$ cat config.mk
export PLATFORM = sky130hd
export DESIGN_NAME = lane_rx_deser
export DESIGN_NICKNAME = d
export VERILOG_FILES = /design/src/rtl/lane_rx_deser.sv
export SDC_FILE = /design/constraint.sdc
export NUM_CORES = 1
export LEC_CHECK = 0
export CAP_MARGIN = 20
export CORE_MARGIN = 2
export CORE_UTILIZATION = 40
export DETAILED_ROUTE_END_ITERATION = 10
export PLACE_DENSITY = 0.7
export SLEW_MARGIN = 20
export SYNTH_ARGS = -nofsm -noshare
export SYNTH_HDL_FRONTEND = slang
export SYNTH_SLANG_ARGS = --single-unit
$ cat constraint.sdc
create_clock -name clk -period 7.75 [get_ports clk]
set_input_delay 1.1625 -clock clk [delete_from_list [all_inputs] [get_ports clk]]
set_output_delay 1.1625 -clock clk [all_outputs]
set_load 0.005 [all_outputs]
$ cat src/rtl/lane_rx_deser.sv
// lane_rx_deser: oversampling receiver for the 1-bit serial lane.
// Synchronises the lane, deserialises start/data/parity/stop frames
// and queues good words in a first-word-fall-through FIFO.
module lane_rx_deser #(
  parameter int DATA_W     = 8,
  parameter int OVS        = 4,
  parameter int PARITY_EN  = 1,
  parameter int FIFO_DEPTH = 4
) (
  input  logic                          clk,
  input  logic                          rst_n,
  input  logic                          lane_in,
  output logic [DATA_W-1:0]             out_data,
  output logic                          out_valid,
  input  logic                          out_ready,
  output logic                          frame_err,
  output logic                          parity_err,
  output logic                          overflow,
  output logic [$clog2(FIFO_DEPTH):0]   fifo_level
);

  localparam int CW = $clog2(OVS);
  localparam int BW = (DATA_W > 1) ? $clog2(DATA_W) : 1;
  localparam int AW = $clog2(FIFO_DEPTH);
  localparam int LW = AW + 1;

  localparam logic [CW-1:0] CNT_HALF = CW'(OVS / 2 - 1);
  localparam logic [CW-1:0] CNT_LAST = CW'(OVS - 1);
  localparam logic [BW-1:0] BIT_LAST = BW'(DATA_W - 1);

  typedef enum logic [2:0] {
    S_IDLE,
    S_START,
    S_DATA,
    S_PARITY,
    S_STOP,
    S_BREAK
  } state_t;

  state_t            state;
  logic [1:0]        sync_q;
  logic              s;
  logic [CW-1:0]     cnt;
  logic [BW-1:0]     bitcnt;
  logic [DATA_W-1:0] data_q;
  logic              par_q;
  logic              parity_ok;
  logic              stop_sample;
  logic              push;

  logic [DATA_W-1:0] mem [FIFO_DEPTH];
  logic [AW-1:0]     wr_ptr;
  logic [AW-1:0]     rd_ptr;
  logic [LW-1:0]     level;
  logic              pop;
  logic              full;
  logic              accept;

  // Two-flop synchroniser; resets to the idle-high lane level.
  always_ff @(posedge clk or negedge rst_n) begin
    if (!rst_n) sync_q <= 2'b11;
    else        sync_q <= {sync_q[0], lane_in};
  end

  assign s = sync_q[1];

  // Even parity: data bits plus parity bit must XOR to zero.
  assign parity_ok   = (PARITY_EN == 0) || !(^{data_q, par_q});
  assign stop_sample = (state == S_STOP) && (cnt == CNT_LAST);
  assign push        = stop_sample && s && parity_ok;

  // Frame FSM: bit timing, deserialisation and registered error pulses.
  always_ff @(posedge clk or negedge rst_n) begin
    if (!rst_n) begin
      state      <= S_IDLE;
      cnt        <= '0;
      bitcnt     <= '0;
      data_q     <= '0;
      par_q      <= 1'b0;
      frame_err  <= 1'b0;
      parity_err <= 1'b0;
    end else begin
      // NOTE: every state register uses <= so all reads in this block see the
      // pre-edge value; a blocking = here would make later reads order-dependent.
      frame_err  <= 1'b0;
      parity_err <= 1'b0;
      case (state)
        S_IDLE: begin
          if (!s) begin
            state <= S_START;
            cnt   <= '0;
          end
        end
        S_START: begin
          if (cnt == CNT_HALF) begin
            if (s) begin
              state <= S_IDLE;
            end else begin
              state  <= S_DATA;
              cnt    <= '0;
              bitcnt <= '0;
            end
          end else begin
            cnt <= cnt + 1'b1;
          end
        end
        S_DATA: begin
          if (cnt == CNT_LAST) begin
            cnt    <= '0;
            data_q <= {s, data_q[DATA_W-1:1]};
            if (bitcnt == BIT_LAST) state  <= (PARITY_EN != 0) ? S_PARITY : S_STOP;
            else                    bitcnt <= bitcnt + 1'b1;
          end else begin
            cnt <= cnt + 1'b1;
          end
        end
        S_PARITY: begin
          if (cnt == CNT_LAST) begin
            cnt   <= '0;
            par_q <= s;
            state <= S_STOP;
          end else begin
            cnt <= cnt + 1'b1;
          end
        end
        S_STOP: begin
          if (cnt == CNT_LAST) begin
            cnt <= '0;
            if (s) begin
              state      <= S_IDLE;
              parity_err <= !parity_ok;
            end else begin
              state     <= S_BREAK;
              frame_err <= 1'b1;
            end
          end else begin
            cnt <= cnt + 1'b1;
          end
        end
        S_BREAK: begin
          if (s) state <= S_IDLE;
        end
        default: state <= S_IDLE;
      endcase
    end
  end

  assign out_valid = (level != '0);
  assign pop       = out_valid && out_ready;
  assign full      = (level == LW'(FIFO_DEPTH));
  assign accept    = push && (!full || pop);

  // FIFO storage write; a simultaneous pop frees the slot being written when full.
  // NOTE: storage has no reset; occupancy is tracked by level, so stale entries are never observed.
  always_ff @(posedge clk) begin
    if (accept) mem[wr_ptr] <= data_q;
  end

  // FIFO pointers, occupancy and the overflow pulse.
  always_ff @(posedge clk or negedge rst_n) begin
    if (!rst_n) begin
      wr_ptr   <= '0;
      rd_ptr   <= '0;
      level    <= '0;
      overflow <= 1'b0;
    end else begin
      overflow <= push && !accept;
      if (accept) wr_ptr <= wr_ptr + 1'b1;
      if (pop)    rd_ptr <= rd_ptr + 1'b1;
      case ({accept, pop})
        2'b10:   level <= level + 1'b1;
        2'b01:   level <= level - 1'b1;
        default: level <= level;
      endcase
    end
  end

  assign out_data   = out_valid ? mem[rd_ptr] : '0;
  assign fifo_level = level;

endmodule

== Yosys cells after proc, flatten, opt, wreduce, memory -nomap -nowiden ==
Memories as Yosys holds them, arrays and structs flattened.
Cells that the tools add are included.
Widths: inputs -> output; s select.

* Register bits after elaboration: 29
* RAM bits: 32
* Word-level logic and storage cells: 89
* Input bits: 4
* Memories kept: 1

{| class="wikitable"
|+ Memories
! memory !! depth !! bits a word !! rd ports !! clocked after memory_dff !! write ports !! RTL line !! text
|-
| mem || 4 || 8 || 1 || 0 || 1 || 51 || <nowiki>logic [DATA_W-1:0] mem [FIFO_DEPTH];</nowiki>
|}

* Eq/ne operators: 20
* Multiplexer cells: 29
* Reductions and logical operators: 21
* $add $sub $neg: 6

{| class="wikitable"
|+ Operators with widths
! operator !! number
|-
| $mux 3 || 12
|-
| $pmux 3 s6 || 1
|-
| $ne 2x2->1 const B || 8
|-
| $eq 3x3->1 const B || 4
|-
| $pmux 3 s2 || 2
|-
| $reduce_xor 9->1 || 1
|-
| $mux 1 || 8
|-
| $mux 2 || 4
|-
| $mux 8 || 1
|-
| $reduce_and 7->1 || 1
|-
| $add 2x1->2 const B || 3
|-
| $add 3x1->3 const B || 2
|-
| $eq 3x2->1 const B || 2
|-
| $logic_and 1x1->1 || 6
|-
| $pmux 2 s3 || 1
|-
| $reduce_bool 3->1 || 2
|-
| $reduce_and 5->1 || 1
|-
| $eq 2x1->1 const B || 2
|-
| $eq 2x2->1 const B || 2
|-
| $reduce_and 2->1 || 2
|-
| $reduce_bool 2->1 || 2
|-
| $eq 3x1->1 const B || 1
|-
| $logic_not 1->1 || 3
|-
| $logic_not 3->1 || 1
|-
| other kinds (4) || 4
|}

== Depth between registers and ports, before layout ==
* Word-level depth: 7
* Depth in mapped cells: 10
* Gate-level depth less buffers: 9

== Least setup slack after synthesis ==
No wires, ideal clock.

* Kind: reg-to-reg
* From: register data_q[1]
* To: register level[2], in the netlist fifo_level[2]
* Arrival time: 2.714 ns
* Required time: 7.624 ns
* Setup time: 0.126 ns
* Clock period less this slack: 2.841 ns
* Buffers on the path: 1
* Stages on the path, launching flop included: 9
* Slack: 4.909 ns
* Path through: dfrtp_1 xor2_1 xnor3_1 mux2_4 clkbuf_1 nand3_1 fa_1 or3_1 a311o_1

* Longest elaborated chain between the ends: 6
* Elaborated cells between the ends (all ways): 8
* Those cells by class: 2 x eq/ne; 1 x mux; 5 x reduce/logical

{| class="wikitable"
|+ Ends and longest elaborated chain
! item !! RTL line !! text
|-
| start: declaration || 45 || <nowiki>logic [DATA_W-1:0] data_q;</nowiki>
|-
| start signal: assignment || 110 || <nowiki>data_q <= {s, data_q[DATA_W-1:1]};</nowiki>
|-
| $reduce_xor 9->1 (*) || 68 || <nowiki>assign parity_ok = (PARITY_EN == 0) || !(^{data_q, par_q});</nowiki>
|-
| $logic_not 1->1 (*) || 68 ||
|-
| $logic_and 1x1->1 (*) || 70 || <nowiki>assign push = stop_sample && s && parity_ok;</nowiki>
|-
| $logic_and 1x1->1 (*) || 151 || <nowiki>assign accept = push && (!full || pop);</nowiki>
|-
| $eq 2x1->1 / $eq 2x2->1 (equally long branches) || 170 || <nowiki>case ({accept, pop})</nowiki>
|-
| $pmux 3 s2 / $reduce_bool 2->1 (equally long branches) || n/a ||
|-
| end signal: assignment || 171 || <nowiki>2'b10: level <= level + 1'b1;</nowiki>
|-
| end signal: assignment || 172 || <nowiki>2'b01: level <= level - 1'b1;</nowiki>
|-
| end signal: assignment || 173 || <nowiki>default: level <= level;</nowiki>
|-
| end: declaration || 54 || <nowiki>logic [LW-1:0] level;</nowiki>
|}

Mark *: on every way between the ends. The rest lies on a longest branch, timed or not.
A chain may end at the register's enable or synchronous reset.

== Worst setup path after layout ==
* From: register rd_ptr[0]
* To: output out_data[0]

* Longest elaborated chain between the ends: 2

{| class="wikitable"
|+ Ends and longest elaborated chain
! item !! RTL line !! text
|-
| start: declaration || 53 || <nowiki>logic [AW-1:0] rd_ptr;</nowiki>
|-
| start signal: assignment || 169 || <nowiki>if (pop) rd_ptr <= rd_ptr + 1'b1;</nowiki>
|-
| $mem_v2 4x8 || n/a ||
|-
| $mux 8 || 178 || <nowiki>assign out_data = out_valid ? mem[rd_ptr] : '0;</nowiki>
|-
| end: declaration || 13 || <nowiki>output logic [DATA_W-1:0] out_data,</nowiki>
|}

No other way between the ends.

==> impl_metrics.csv <==
group,metric,value,unit
placement,dpl.hpwl,2930,um
timing,min_period_over_period,43.9,%
logic_synthesis,avgSynthCellArea,13.8,um2
clocking,clk_latency,0.33,ns
cells_and_area,drive_gt1_share,15.4,%
outcome,status,"complete, no violations",
cells_and_area,layout_common_cells,"edfxtp_1, dfrtp_1, clkdlybuf4s50_1",
critical_path,crit_type,"reg -> out",
power,max-vdd-ir-drop,0.136,mV
logic_synthesis,synth.distinct_cells,43,
logic_synthesis,netlist_area,0.00276,mm2
timing,finalSetupViolations,0,
clocking,clock_sinks,61,
cells_and_area,final_area,0.00320,mm2
cells_and_area,layout_commonest_cell,"edfxtp_1",
clocking,cts_root_buf,"clkbuf_8",
clocking,cts_buffers,9,
placement,portBuffers,18,
critical_path,path_max_fanout,10,
clocking,path_clk_slew,0.06,ns
clocking,cts_max_path_buffers,2,
critical_path,start_kind,"register",
timing,hold_violations,0,
drt,wirelength,4400,um
floorplanning,row_count,30,
timing,fmax,294,MHz
timing,period_needed,3.40,ns
floorplanning,initial_core_util,41.1,%
timing,hold_ws,0.359,ns
clocking,htreeDepth,3,
clocking,cts_tree,"built",
drt,wl_per_cell,14.3,um
floorplanning,core,0.00672,mm2
logic_synthesis,synth_edf_count,32,
logic_synthesis,ys_async_sr_fraction,47.5,%
cells_and_area,area_growth,16.0,%
floorplanning,die_w,87.1,um
drt,remaining_drc_errors,0,
logic_synthesis,yosysSeqAreaShare,61.2,%
timing,skew,0.00725,ns
global_route,grt_usage,13.5,%
placement,gp_congestion,0.775,
global_route,grt_pass1_wl,7530,um
drt,drt-initial-drc-count,78,
clocking,ctsHoldBuffers,0,
logic_synthesis,yosysWarnings,0,
timing,drv_slew,0,
timing,setup_slack,4.35,ns
logic_synthesis,ys_ff_latch,61,
logic_synthesis,netlist_instances,200,
floorplanning,die_area,0.00758,mm2
logic_synthesis,synth_nets,213,
cells_and_area,antennaDiodeCount,0,
drt,ant_nets,0,
critical_path,arrival,2.24,ns
critical_path,critPathRequiredTime,6.59,ns
clocking,cts_resized,0,
placement,dp_slack,4.56,ns
global_route,grt_max_degree,30,
clocking,cts_setup_buffers,0,
global_route,overflow,0,
timing,setup_tns,0,ns
floorplanning,io_pins,19,
logic_synthesis,ys.flop_type,"edfxtp_1",
timing,worst_slew_pin_slew,0.682,ns
global_route,grt_pass1_vias,1530,
global_route,antenna_found_initial,0,
timing,rsz0062_at_grt,"no",
drt,num_vias,1601,
placement,place_area,0.00302,mm2
drt,dr.pass1.iters,5,
floorplanning,die-height,87.1,um
cells_and_area,nets,235,
critical_path,cp-end-kind,"output pin",
power,p_leak,1.29,nW
drt,via_per_inst,5.21,
power,cellPowerDensity,345,mW/mm2
timing,slew_headroom,54.4,%
flow_run,drv_cap,0,
min_path,hold_path_class,"reg -> reg",
## layer usage
metal | track usage [%] | wire (um) | up-vias | share of wire [%]
met4 | 4.97 | 48 | 0 | 1.1
met5 | 0 | 0 | - | 0
met3 | 5.97 | 165 | 5 | 3.7
li1 | - | - | 778 | -
met2 | 22.2 | 2160 | 26 | 49
met1 | 15.6 | 2030 | 792 | 46
## cells by family after synthesis
group / share of synthesized area [%]
xor gates and xnor gates: 3.90
muxes: 11.1
buffers and inverters: 2.72
and+or+nand+nor: 10.0
AOI/OAI and AO/OA: 6.75
DFF: 61.2
adders and majority gates: 4.35
## critical path, cell delays in order, from the launching register on
cell	delay [ns]
dfrtp_1	0.73
mux4_2	0.58
and2_1	0.17
clkdlybuf4s50_1	0.44
## area by class of cell
cell class	instances	area (um2)
Tap cell	80	100
Inverter	12	45.0
Fill cell	574	3520
Sequential cell	61	1690
Timing Repair Buffer	19	188
Multi-Input combinational cell	119	997
Clock buffer	11	131
Clock inverter	5	52.6
## stage by stage
step                std cells  util, %  power (W)
floorplan                 200        -   0.000731
global route              307     47.7    0.00119
CTS                       307     47.7    0.00112
finish                    307     47.7    0.00111
detailed placement        291     44.9   0.000855
global placement          291     44.9   0.000841
## flip-flops by register name, summed over array words and instances (netlist names)
name / cells
mem: 32
cnt: 2
bitcnt: 3
parity_err: 1
data_q: 8
rd_ptr: 2
par_q: 1
overflow: 1
wr_ptr: 2
fifo_level: 3
frame_err: 1
state: 3
sync_q: 2
## synthesized netlist by cell type, types with 2 or more instances
cell type / number / area [um2]
nand2_1: 8 / 30.0
a22o_1: 2 / 17.5
o21ai_0: 10 / 50.1
nor4_1: 3 / 18.8
o22ai_1: 2 / 12.5
nor3_1: 2 / 10.0
edfxtp_1: 32 / 961
nor2b_1: 2 / 12.5
a21oi_1: 8 / 40.0
dfrtp_1: 27 / 676
inv_1: 12 / 45.0
xor2_1: 2 / 17.5
mux2_2: 9 / 101
mux4_2: 8 / 180
dfstp_2: 2 / 52.6
nand3_1: 5 / 25.0
nor2_1: 12 / 45.0
and2_1: 12 / 75.1
clkbuf_1: 7 / 26.3
xnor2_1: 5 / 43.8
ha_1: 8 / 100
## report_power, final
part | internal [W] | total, W | switching (W)
registers | 0.000399 | 0.000486 | 0.0000876
logic | 0.000217 | 0.000359 | 0.000141
clock network | 0.000147 | 0.000261 | 0.000114
## worst paths after layout
kind / depth (start not counted) / start / slack, ns / endpoint
max in group asynchronous: 2 / rst_n / 6.22 / sync_q[1]
setup reg to reg: 5 / state[2] / 4.82 / mem[0][2]
setup / recovery: 3 / rd_ptr[0] / 4.35 / out_data[0]
hold / removal: 0 / sync_q[0] / 0.36 / sync_q[1]
min in group asynchronous: 2 / rst_n / 1.22 / bitcnt[1]
hold reg to reg: 0 / sync_q[0] / 0.36 / sync_q[1]
No activity file was read; power rests on OpenSTA's default activity.
